$ cat src/rtl/team_06_sram_arb_pkg.sv
// Shared types and widths for the two-requester SRAM arbiter.
package team_06_sram_arb_pkg;

   localparam int NUM_REQ = 2;
   localparam int ADDR_W  = 32;
   localparam int DATA_W  = 32;
   localparam int SEL_W   = 4;

   typedef enum logic [2:0] {
      IDLE,
      ISSUE,
      WAIT_BUSY,
      WAIT_DONE,
      RESP
   } state_t;

endpackage

$ cat src/rtl/team_06_sram_arbiter_if.sv
// Requester and Wishbone-manager signal bundle for the SRAM arbiter.
interface team_06_sram_arbiter_if;
   import team_06_sram_arb_pkg::*;

   logic [NUM_REQ-1:0] req_valid;
   logic [NUM_REQ-1:0] req_write;
   logic [ADDR_W-1:0]  req_addr0;
   logic [ADDR_W-1:0]  req_addr1;
   logic [DATA_W-1:0]  req_wdata0;
   logic [DATA_W-1:0]  req_wdata1;
   logic [SEL_W-1:0]   req_sel0;
   logic [SEL_W-1:0]   req_sel1;
   logic [NUM_REQ-1:0] grant;
   logic [NUM_REQ-1:0] req_done;
   logic [NUM_REQ-1:0] req_err;
   logic [DATA_W-1:0]  req_rdata;
   logic [ADDR_W-1:0]  mgr_addr;
   logic [DATA_W-1:0]  mgr_wdata;
   logic [SEL_W-1:0]   mgr_sel;
   logic               mgr_write;
   logic               mgr_read;
   logic [DATA_W-1:0]  mgr_rdata;
   logic               mgr_busy;

   modport slave (
      input  req_valid, req_write, req_addr0, req_addr1,
      input  req_wdata0, req_wdata1, req_sel0, req_sel1,
      input  mgr_rdata, mgr_busy,
      output grant, req_done, req_err, req_rdata,
      output mgr_addr, mgr_wdata, mgr_sel, mgr_write, mgr_read
   );

   modport master (
      output req_valid, req_write, req_addr0, req_addr1,
      output req_wdata0, req_wdata1, req_sel0, req_sel1,
      output mgr_rdata, mgr_busy,
      input  grant, req_done, req_err, req_rdata,
      input  mgr_addr, mgr_wdata, mgr_sel, mgr_write, mgr_read
   );

endinterface

$ cat src/rtl/team_06_rr_select.sv
// Combinational round-robin pick between the two requesters.
module team_06_rr_select
   import team_06_sram_arb_pkg::*;
(
   input  logic [NUM_REQ-1:0] req_valid,
   input  logic               last,
   output logic [NUM_REQ-1:0] winner
);

   // On a tie the requester that was not served last wins.
   always_comb begin
      winner = '0;
      if (&req_valid)
         winner = last ? 2'b01 : 2'b10;
      else if (req_valid[0])
         winner = 2'b01;
      else if (req_valid[1])
         winner = 2'b10;
   end

endmodule

$ cat src/rtl/team_06_sram_arbiter.sv
// Two-requester round-robin arbiter in front of a Wishbone manager.
// Optional stall timeout enabled by defining TEAM_06_SRAM_ARB_TIMEOUT_EN.
module team_06_sram_arbiter
   import team_06_sram_arb_pkg::*;
#(
   parameter int TIMEOUT_CYCLES = 1024
) (
   input logic                   hwclk,
   input logic                   reset,
   team_06_sram_arbiter_if.slave bus
);

   state_t             state;
   state_t             state_nxt;
   logic [NUM_REQ-1:0] winner;
   logic [NUM_REQ-1:0] grant;
   logic [NUM_REQ-1:0] req_done;
   logic               last;
   logic               op_write;
   logic               winner_write;
   logic               tmo;
   logic               enter_resp;
   logic               take_req;
   logic [DATA_W-1:0]  req_rdata;
   logic [DATA_W-1:0]  mgr_wdata;
   logic [ADDR_W-1:0]  mgr_addr;
   logic [SEL_W-1:0]   mgr_sel;
   logic               mgr_write;
   logic               mgr_read;

   generate
      if (TIMEOUT_CYCLES < 2) begin : g_bad_timeout
         $error("TIMEOUT_CYCLES must be at least 2");
      end
   endgenerate

   team_06_rr_select u_rr (
      .req_valid (bus.req_valid),
      .last      (last),
      .winner    (winner)
   );

   assign winner_write = |(winner & bus.req_write);
   assign take_req     = (state == IDLE) && (|bus.req_valid);

   always_comb begin
      state_nxt = state;
      case (state)
         IDLE:      if (|bus.req_valid) state_nxt = ISSUE;
         ISSUE:     state_nxt = WAIT_BUSY;
         WAIT_BUSY: begin
            if (tmo)
               state_nxt = RESP;
            else if (bus.mgr_busy)
               state_nxt = WAIT_DONE;
         end
         WAIT_DONE: if (tmo || !bus.mgr_busy) state_nxt = RESP;
         RESP:      state_nxt = IDLE;
         default:   state_nxt = IDLE;
      endcase
   end

   assign enter_resp = (state_nxt == RESP) && (state != RESP);

   always_ff @(posedge hwclk or posedge reset) begin
      if (reset)
         state <= IDLE;
      else
         state <= state_nxt;
   end

   always_ff @(posedge hwclk or posedge reset) begin
      if (reset) begin
         grant     <= '0;
         last      <= 1'b1;
         op_write  <= 1'b0;
         mgr_write <= 1'b0;
         mgr_read  <= 1'b0;
         mgr_addr  <= '0;
         mgr_wdata <= '0;
         mgr_sel   <= '0;
         req_done  <= '0;
         req_rdata <= '0;
      end else begin
         mgr_write <= 1'b0;
         mgr_read  <= 1'b0;
         req_done  <= '0;
         // Latch the winner's fields; they stay frozen until the next grant.
         if (take_req) begin
            grant     <= winner;
            op_write  <= winner_write;
            mgr_write <= winner_write;
            mgr_read  <= !winner_write;
            mgr_addr  <= winner[1] ? bus.req_addr1  : bus.req_addr0;
            mgr_wdata <= winner[1] ? bus.req_wdata1 : bus.req_wdata0;
            mgr_sel   <= winner[1] ? bus.req_sel1   : bus.req_sel0;
         end
         if (enter_resp) begin
            req_done  <= grant;
            req_rdata <= (tmo || op_write) ? '0 : bus.mgr_rdata;
         end
         if (state == RESP) begin
            grant <= '0;
            last  <= grant[1];
         end
      end
   end

`ifdef TEAM_06_SRAM_ARB_TIMEOUT_EN
   logic [31:0]        tmo_cnt;
   logic [NUM_REQ-1:0] req_err;

   assign tmo = ((state == WAIT_BUSY) || (state == WAIT_DONE)) &&
                (tmo_cnt == 32'(TIMEOUT_CYCLES - 1));

   // Counts cycles spent waiting on the manager; restarts for every grant.
   always_ff @(posedge hwclk or posedge reset) begin
      if (reset)
         tmo_cnt <= '0;
      else if (take_req)
         tmo_cnt <= '0;
      else if ((state == WAIT_BUSY) || (state == WAIT_DONE))
         tmo_cnt <= tmo_cnt + 32'd1;
   end

   always_ff @(posedge hwclk or posedge reset) begin
      if (reset)
         req_err <= '0;
      else
         req_err <= tmo ? grant : '0;
   end

   assign bus.req_err = req_err;
`else
   assign tmo         = 1'b0;
   assign bus.req_err = '0;
`endif

   assign bus.grant     = grant;
   assign bus.req_done  = req_done;
   assign bus.req_rdata = req_rdata;
   assign bus.mgr_addr  = mgr_addr;
   assign bus.mgr_wdata = mgr_wdata;
   assign bus.mgr_sel   = mgr_sel;
   assign bus.mgr_write = mgr_write;
   assign bus.mgr_read  = mgr_read;

endmodule

$ cat src/flat_wrapper.sv
// flat-port wrapper written by rule: the top's interface ports become plain ports
module team_06_sram_arbiter_flat import team_06_sram_arb_pkg::*;
#(
   parameter int TIMEOUT_CYCLES = 1024
)
  (hwclk, reset, bus_req_valid, bus_req_write, bus_req_addr0, bus_req_addr1, bus_req_wdata0, bus_req_wdata1, bus_req_sel0, bus_req_sel1, bus_mgr_rdata, bus_mgr_busy, bus_grant, bus_req_done, bus_req_err, bus_req_rdata, bus_mgr_addr, bus_mgr_wdata, bus_mgr_sel, bus_mgr_write, bus_mgr_read);
  team_06_sram_arbiter_if bus_i ();
  input logic hwclk;
  input logic reset;
  input wire logic [$bits(bus_i.req_valid)-1:0] bus_req_valid;
  input wire logic [$bits(bus_i.req_write)-1:0] bus_req_write;
  input wire logic [$bits(bus_i.req_addr0)-1:0] bus_req_addr0;
  input wire logic [$bits(bus_i.req_addr1)-1:0] bus_req_addr1;
  input wire logic [$bits(bus_i.req_wdata0)-1:0] bus_req_wdata0;
  input wire logic [$bits(bus_i.req_wdata1)-1:0] bus_req_wdata1;
  input wire logic [$bits(bus_i.req_sel0)-1:0] bus_req_sel0;
  input wire logic [$bits(bus_i.req_sel1)-1:0] bus_req_sel1;
  input wire logic [$bits(bus_i.mgr_rdata)-1:0] bus_mgr_rdata;
  input wire logic [$bits(bus_i.mgr_busy)-1:0] bus_mgr_busy;
  output wire logic [$bits(bus_i.grant)-1:0] bus_grant;
  output wire logic [$bits(bus_i.req_done)-1:0] bus_req_done;
  output wire logic [$bits(bus_i.req_err)-1:0] bus_req_err;
  output wire logic [$bits(bus_i.req_rdata)-1:0] bus_req_rdata;
  output wire logic [$bits(bus_i.mgr_addr)-1:0] bus_mgr_addr;
  output wire logic [$bits(bus_i.mgr_wdata)-1:0] bus_mgr_wdata;
  output wire logic [$bits(bus_i.mgr_sel)-1:0] bus_mgr_sel;
  output wire logic [$bits(bus_i.mgr_write)-1:0] bus_mgr_write;
  output wire logic [$bits(bus_i.mgr_read)-1:0] bus_mgr_read;
  assign bus_i.req_valid = bus_req_valid;
  assign bus_i.req_write = bus_req_write;
  assign bus_i.req_addr0 = bus_req_addr0;
  assign bus_i.req_addr1 = bus_req_addr1;
  assign bus_i.req_wdata0 = bus_req_wdata0;
  assign bus_i.req_wdata1 = bus_req_wdata1;
  assign bus_i.req_sel0 = bus_req_sel0;
  assign bus_i.req_sel1 = bus_req_sel1;
  assign bus_i.mgr_rdata = bus_mgr_rdata;
  assign bus_i.mgr_busy = bus_mgr_busy;
  assign bus_grant = bus_i.grant;
  assign bus_req_done = bus_i.req_done;
  assign bus_req_err = bus_i.req_err;
  assign bus_req_rdata = bus_i.req_rdata;
  assign bus_mgr_addr = bus_i.mgr_addr;
  assign bus_mgr_wdata = bus_i.mgr_wdata;
  assign bus_mgr_sel = bus_i.mgr_sel;
  assign bus_mgr_write = bus_i.mgr_write;
  assign bus_mgr_read = bus_i.mgr_read;
  team_06_sram_arbiter #(.TIMEOUT_CYCLES(TIMEOUT_CYCLES)) u_core (.hwclk(hwclk), .reset(reset), .bus(bus_i));
endmodule
$ cat config.mk
export PLATFORM = sky130hd
export DESIGN_NAME = team_06_sram_arbiter_flat
export DESIGN_NICKNAME = d
export VERILOG_FILES = /design/src/rtl/team_06_sram_arb_pkg.sv /design/src/rtl/team_06_sram_arbiter_if.sv /design/src/rtl/team_06_rr_select.sv /design/src/rtl/team_06_sram_arbiter.sv /design/src/flat_wrapper.sv
export SDC_FILE = /design/constraint.sdc
export NUM_CORES = 1
export LEC_CHECK = 0
export CAP_MARGIN = 20
export CORE_MARGIN = 3
export CORE_UTILIZATION = 39
export CTS_BUF_LIST = sky130_fd_sc_hd__clkbuf_8
export CTS_CLUSTER_SIZE = 24
export DETAILED_ROUTE_END_ITERATION = 10
export PLACE_DENSITY_LB_ADDON = 0.25
export SETUP_SLACK_MARGIN = 0.3
export SKIP_CTS_REPAIR_TIMING = 1
export SYNTH_ARGS = -nofsm -noshare
export SYNTH_HDL_FRONTEND = slang
export SYNTH_SLANG_ARGS = --single-unit
export TNS_END_PERCENT = 1
$ cat constraint.sdc
create_clock -name hwclk -period 4.65 [get_ports hwclk]
set_input_delay 0.93 -clock hwclk [delete_from_list [all_inputs] [get_ports hwclk]]
set_output_delay 0.93 -clock hwclk [all_outputs]
set_load 0.05 [all_outputs]
==> reports/metrics.csv, run 1 <==
metric;value;unit
Core ar.;0.01166;mm2
total grt overflow;0;
first-pass GRT wire length;23.09;mm
crit path DAT;3.32;ns
critical path peak fanout;69;
CP Capture Type;register;
area of the mapped netlist;0.004772;mm2
placed insts;806;
cell taking the most area after synthesis;dfrtp_1;
GP Congestion;0.7987;
DRC viols;0;
Synth cell types;29;
gate count of the mapped netlist;419;
Area Overhead vs Synth;64.47;%
First-pass DRT Iterations;4;
Flop pwr share;28.4;%
power per cell area;765.9;mW/mm2
post-synth top area share;57.68;%
Rel. slew slack;26.57;%
initial antenna violation count;0;
Internal Power;3111;uW
pins over their slew limit;0;
Fmax;331.5;MHz
RSZ-0062 raised after global routing;false;
worst-margin pin slew;1.102;ns
register area share after synthesis;58.23;%
slowest CP cell;or3_2;
die height;116.6;um
die width;116.6;um
Leakage Power;0.003097;uW
Worst-Skew Late Latency;0.37;ns
CP cell instances;or3_2 -> nor2_4 -> buf_4 -> o221a_2;
worst vdd ir;493.9;uV
final setup TNS;0;ns
net switching fraction of the power;48.26;%
Worst-path clk slew;0.10;ns
non-filler cells, final;821;
fin crit period;3.017;ns
root buffer cell;clkbuf_8;
routed wire length per instance;18.90;um
final setup violation count;0;
CTS tree;yes;
Comb power frac;60.5;%
initial detailed-routing violation count;269;
PortBufs;280;
pin count of the biggest net entering global routing;70;
via count of the first global-routing pass;4356;
startpoint class of the critical path;register;
CTS Buf Count;9;
vias;4332;
Synth warnings;0;
Hold Fails Final Rpt;0;
clk_skew;0.02112;ns
FILL cells;891;
Crit path largest cell delay;0.93;ns
Post-DP HPWL;11.24;mm
Req. time, crit path;4.95;ns
worst hold path class;register to register;
Avg Cell Area, Syn;11.39;um2
status;finished, final reports clean;
Initial Utilization;40.92;%
final WL;15.52;mm
antenna fix cells;0;
final antenna-violating net count;0;
I/O Pins;283;
vias per cell;5.276;
die area;0.01360;mm2
CP Class;register to register;
number of H-tree levels;3;
Switching Power;2901;uW
synthesized flop and latch total;111;
share of layout cells above drive strength 1;14.16;%
Tot GR Track Use;21.96;%
Clock Sinks;111;
Longest Clk Path Bufs;2;
final layout net count;849;
Max Cap Viol;0;
Row Count;39;
Final Cycle Share;64.88;%
clock power share;11.2;%
main area contributors after synthesis;dfrtp_1, o221a_2, or3_1;
==> metrics by stage <==
stage / worst slack [ns] / utilization, % / hold slack (ns) / total power (uW) / instance area (um2)
2_1_floorplan: 0.7910 / - / 0.4940 / 4098 / 4776
3_3_place_gp: 1.510 / 65.30 / 0.4638 / 5308 / 7616
3_5_place_dp: 1.444 / 65.30 / 0.4715 / 5375 / 7616
4_1_cts: 1.597 / 67.30 / 0.4951 / 6058 / 7849
5_1_grt: 1.407 / 67.30 / 0.5226 / 6316 / 7849
6_report: 1.633 / 67.30 / 0.4848 / 6012 / 7849
==> metal layers <==
layer	vias to the layer above	global-route usage [%]	routed length [um]
met5	-	0	0
met3	24	6.477	1410
li1	2054	-	-
met1	2046	27.52	6086
met2	208	36.31	7644
met4	0	7.875	374
==> cells in the final DEF (no fill, tap or decap), drive strengths merged, types with 2 or more instances in the layout <==
cell | netlist | routed
clkinv | 0 | 2
bufinv | 0 | 3
inv | 3 | 4
clkbuf | 28 | 9
o221a | 68 | 68
nand2 | 68 | 68
conb | 1 | 2
nor2 | 5 | 5
nand3 | 2 | 2
buf | 14 | 5
clkdlybuf4s50 | 0 | 280
dfrtp | 110 | 110
and2 | 3 | 3
o21ai | 33 | 33
or3 | 69 | 69
nor3 | 2 | 2
==> final cells by class <==
cell class              count  area [um2]  share of cell area, %
clock buffers               9       123.9                  1.578
multi-input cells         264        1804                  22.99
clock inverters             6       108.9                  1.387
repair buffers            285        2840                  36.19
inverters                   3       13.76                 0.1754
well taps                 143       178.9                  2.280
flip-flops and latches    111        2779                  35.41
==> cell families after synthesis <==
group           after synthesis  share of synthesized area (%)
mux                           2                         0.4457
other cells                   1                        0.07858
compound gates              107                          20.50
flops                       111                          58.23
buf+inv                      45                          4.274
simple gates                153                          16.47
==> registers in the layout, indices dropped and copies added, names as in the netlist, 2 cells and up <==
register              cells
u_core.bus.mgr_addr      32
u_core.bus.req_done       2
u_core.bus.mgr_sel        4
u_core.bus.req_rdata     32
u_core.bus.grant          2
u_core.state              3
u_core.bus.mgr_wdata     32
==> cell usage after synthesis <==
cell       instances
dfrtp_1          110
or3_1             69
nand2_1           68
o221a_2           68
o21ai_0           33
clkbuf_1          28
buf_2             10
nor2_1             4
and2_1             3
inv_1              3
buf_4              2
buf_6              2
nand3_1            2
nor3_1             2
a21bo_2            1
a21boi_0           1
a21oi_1            1
a22o_1             1
a32oi_1            1
and3b_1            1
conb_1             1
dfstp_2            1
mux2_2             1
mux2i_1            1
nand2b_1           1
nand3b_1           1
nand4bb_1          1
nor2_4             1
o31ai_1            1
==> worst paths after layout <==
check                                                     start                                   end  slack (ns)  depth (start not counted)
min in group asynchronous                                 reset   u_core.bus.mgr_wdata[5]$_DFFE_PP0P_        0.94                          2
max                                   u_core.state[2]$_DFF_PP0_  u_core.bus.mgr_wdata[18]$_DFFE_PP0P_        1.63                          4
max in group asynchronous                                 reset               u_core.last$_DFFE_PP1N_        2.77                          3
max reg2reg                           u_core.state[2]$_DFF_PP0_  u_core.bus.mgr_wdata[18]$_DFFE_PP0P_        1.63                          4
min reg2reg                u_core.bus.req_rdata[17]$_DFFE_PP0P_  u_core.bus.req_rdata[17]$_DFFE_PP0P_        0.48                          2
min                        u_core.bus.req_rdata[17]$_DFFE_PP0P_  u_core.bus.req_rdata[17]$_DFFE_PP0P_        0.48                          2
==> power by group through the flow <==
stage	registers, uW	logic [uW]	clock network [uW]
2_1_floorplan	3180	916	0
3_3_place_gp	1700	3610	0
3_5_place_dp	1700	3670	0
4_1_cts	1700	3670	688
5_1_grt	1770	3820	728
6_report	1710	3630	671
==> critical path: cells and delay by family, from the launching register on <==
kind / cells / cell delay, ns
AOI/OAI and AO/OA: 1 / 0.28
buffers and inverters: 1 / 0.50
DFF: 1 / 0.46
and+or+nand+nor: 2 / 1.71
Power figures use the tool's default switching activity.
==> inputs of run 2 (changes only) <==
--- a/config.mk
+++ b/config.mk
@@ -7,7 +7,7 @@
 export LEC_CHECK = 0
 export CAP_MARGIN = 20
 export CORE_MARGIN = 3
-export CORE_UTILIZATION = 39
+export CORE_UTILIZATION = 35
 export CTS_BUF_LIST = sky130_fd_sc_hd__clkbuf_8
 export CTS_CLUSTER_SIZE = 24
 export DETAILED_ROUTE_END_ITERATION = 10
==> constraint.sdc (replaced) <==
create_clock -name hwclk -period 2.6 [get_ports hwclk]
set_input_delay 0.52 -clock hwclk [delete_from_list [all_inputs] [get_ports hwclk]]
set_output_delay 0.52 -clock hwclk [all_outputs]
set_load 0.05 [all_outputs]
==> run 2 against run 1 <==
Clock-buffer cell count increased by 1. Critical endpoint is now bus_grant[1]. Critical path type is now register to output pin. Routed wire length is 0.10% higher. Highest routed layer unchanged. Clock skew hardly changed. Power increased by 76%. Worst setup slack got worse by 1.2 ns.
==> reports/metrics.csv, run 2 (synthesis gave the netlist of run 1 again) <==
metric;value;unit;change
status;finished, final reports clean;;unchanged
Initial Utilization;35.89;%;was 40.92%
met2 routed WL;7.531;mm;was 7.644 mm
RSZ-0062 raised after global routing;false;;unchanged
FF-to-FF setup slack;0.51;ns;was 1.63 ns
total grt overflow;0;;unchanged
fin crit period;2.156;ns;
via count of the first global-routing pass;4523;;was 4,356
initial detailed-routing violation count;252;;was 269
CP top delay family;buffers and inverters;;was simple AND/OR/NAND/NOR gates
die width;122.8;um;was 116.6 um
number of H-tree levels;3;;unchanged
power per cell area;1339;mW/mm2;was 765.9 mW/mm2
clk_skew;0.02127;ns;was 0.02112 ns
antenna fix cells;0;;unchanged
worst vdd ir;758.6;uV;was 493.9 uV
RR Startpoint;u_core.state[2]$_DFF_PP0_;;unchanged
Flop pwr share;28.7;%;was 28.4%
vias per cell;5.106;;was 5.276
final non-filler cell area;0.007906;mm2;was 0.007849 mm2
Worst-Skew Late Latency;0.38;ns;was 0.37 ns
CP Class;register to output pin;;was register to register
PortBufs;280;;unchanged
vias;4381;;was 4,332
Internal Power;5368;uW;was 3111 uW
metal3 WL;1.546;mm;was 1.410 mm
final setup violation count;0;;unchanged
Req. time, crit path;2.08;ns;was 4.95 ns
first-pass GRT wire length;23.40;mm;was 23.09 mm
FILL cells;1095;;was 891
Comb power frac;62.3;%;was 60.5%
Tot GR Track Use;19.88;%;was 21.96%
final core utilization;59.47;%;was 67.30%
final WL;15.53;mm;was 15.52 mm
worst hold path class;register to register;;unchanged
routed wire length per instance;18.10;um;was 18.90 um
Leakage Power;0.003096;uW;was 0.003097 uW
DRC viols;0;;unchanged
Pwr Total;10590;uW;was 6012 uW
hold_sp;u_core.bus.req_rdata[0]$_DFFE_PP0P_;;was u_core.bus.req_rdata[17]$_DFFE_PP0P_
crit path DAT;1.64;ns;was 3.32 ns
Crit path largest cell delay;0.84;ns;was 0.93 ns
Row Count;42;;was 39
worst-margin pin slew;1.015;ns;was 1.102 ns
die height;122.8;um;was 116.6 um
Reg2Reg Depth;4;;unchanged
Hold Fails Final Rpt;0;;unchanged
Rel. slew slack;32.31;%;was 26.57%
share of layout cells above drive strength 1;14.52;%;was 14.16%
die area;0.01507;mm2;was 0.01360 mm2
Core ar.;0.01330;mm2;was 0.01166 mm2
Met1 Wirelength;6.099;mm;was 6.086 mm
most common cell after layout, fill and taps aside;clkdlybuf4s50_1;;unchanged
root buffer cell;clkbuf_8;;unchanged
Switching Power;5219;uW;was 2901 uW
most frequent cells in the layout;clkdlybuf4s50_1, dfrtp_1, nand2_1, or3_1, o221a_2;;unchanged
GP Congestion;0.7491;;was 0.7987
Worst-path clk slew;0.10;ns;about the same
Fmax;463.8;MHz;
clock power share;9.0;%;was 11.2%
net switching fraction of the power;49.30;%;was 48.26%
Setup WS post-layout;0.4437;ns;was 1.633 ns
Clock Sinks;111;;unchanged
Top Registers;u_core.bus.mgr_addr: 32 flops, u_core.bus.mgr_wdata: 32 flops, u_core.bus.req_rdata: 32 flops;;unchanged
final setup TNS;0;ns;unchanged
slowest CP cell;clkdlybuf4s50_1;;was or3_2
Max Cap Viol;0;;unchanged
pin count of the biggest net entering global routing;112;;was 70
Area Overhead vs Synth;65.68;%;was 64.47%
Critical Path Start;u_core.bus.grant[1]$_DFFE_PP0P_;;was u_core.state[2]$_DFF_PP0_
hold depth;2;;unchanged
initial antenna violation count;0;;unchanged
Final Cycle Share;82.94;%;
final antenna-violating net count;0;;unchanged
Buf/Inv on CP;1;;unchanged
FF-to-FF End;u_core.bus.mgr_wdata[4]$_DFFE_PP0P_;;was u_core.bus.mgr_wdata[18]$_DFFE_PP0P_
post-placement worst setup slack;0.1096;ns;was 1.444 ns
final layout net count;852;;was 849
First-pass DRT Iterations;6;;was 4
Longest Clk Path Bufs;2;;unchanged
Post-DP HPWL;11.05;mm;was 11.24 mm
CTS tree;yes;;unchanged
I/O Pins;283;;unchanged
pins over their slew limit;0;;unchanged
CTS Buf Count;9;;unchanged
startpoint class of the critical path;register;;unchanged
critical path peak fanout;4;;was 69
CP Capture Type;output pin;;was register
highest routed layer;met4;;unchanged
CP cell instances;clkdlybuf4s50_1;;was or3_2 -> nor2_4 -> buf_4 -> o221a_2
Min-Delay Endpoint;u_core.bus.req_rdata[0]$_DFFE_PP0P_;;was u_core.bus.req_rdata[17]$_DFFE_PP0P_
Placed Area;0.007731;mm2;was 0.007616 mm2
==> run 2: power by group through the flow <==
stage	Combinational (uW)	Clock, uW	Sequential [uW]
floorplan	1640	0	5690
global placement	6580	0	3030
detailed placement	6670	0	3030
CTS	6660	983	3040
global route	6960	1050	3140
finish	6600	948	3040
==> run 2: stage by stage <==
step	std cells	hold WS, ns
after global routing	858	0.5146
final	858	0.4937
after global placement	842	0.4620
after floorplan	420	0.4940
after detailed placement	842	0.4767
after CTS	858	0.5005
==> run 2: cell type report <==
| class | count | area (um2) | share of cell area (%) |
|---|---|---|---|
| Timing Repair Buffer | 288 | 2913 | 36.84 |
| Sequential cell | 111 | 2779 | 35.15 |
| Multi-Input combinational cell | 264 | 1804 | 22.82 |
| Tap cell | 176 | 220.2 | 2.785 |
| Clock buffer | 10 | 137.6 | 1.741 |
| Clock inverter | 6 | 37.54 | 0.4748 |
| Inverter | 3 | 15.01 | 0.1899 |
==> run 2: worst reg2reg max path, cell delays in order (launching register included) <==
cell     delay, ns
dfrtp_1       0.45
or3_2         0.74
buf_12        0.28
or3_1         0.38
o221a_2       0.13
==> run 2: how the worst max path moves through the flow <==
stage / to / slack (ns) / cells after the start
6_report: bus_grant[1] / 0.44 / 1
5_1_grt: bus_grant[1] / 0.37 / 1
4_1_cts: bus_grant[1] / 0.41 / 1
3_5_place_dp: u_core.bus.mgr_wdata[4]$_DFFE_PP0P_ / 0.11 / 4
3_3_place_gp: u_core.bus.mgr_wdata[2]$_DFFE_PP0P_ / 0.20 / 4
2_1_floorplan: u_core.bus.grant[0]$_DFFE_PP0P_ / 0.74 / 1
==> run 2: layer usage <==
metal,vias up,global-route usage [%]
li1,2056,-
met1,2113,24.18
met2,187,32.73
met3,25,6.682
met4,0,7.418
met5,-,0
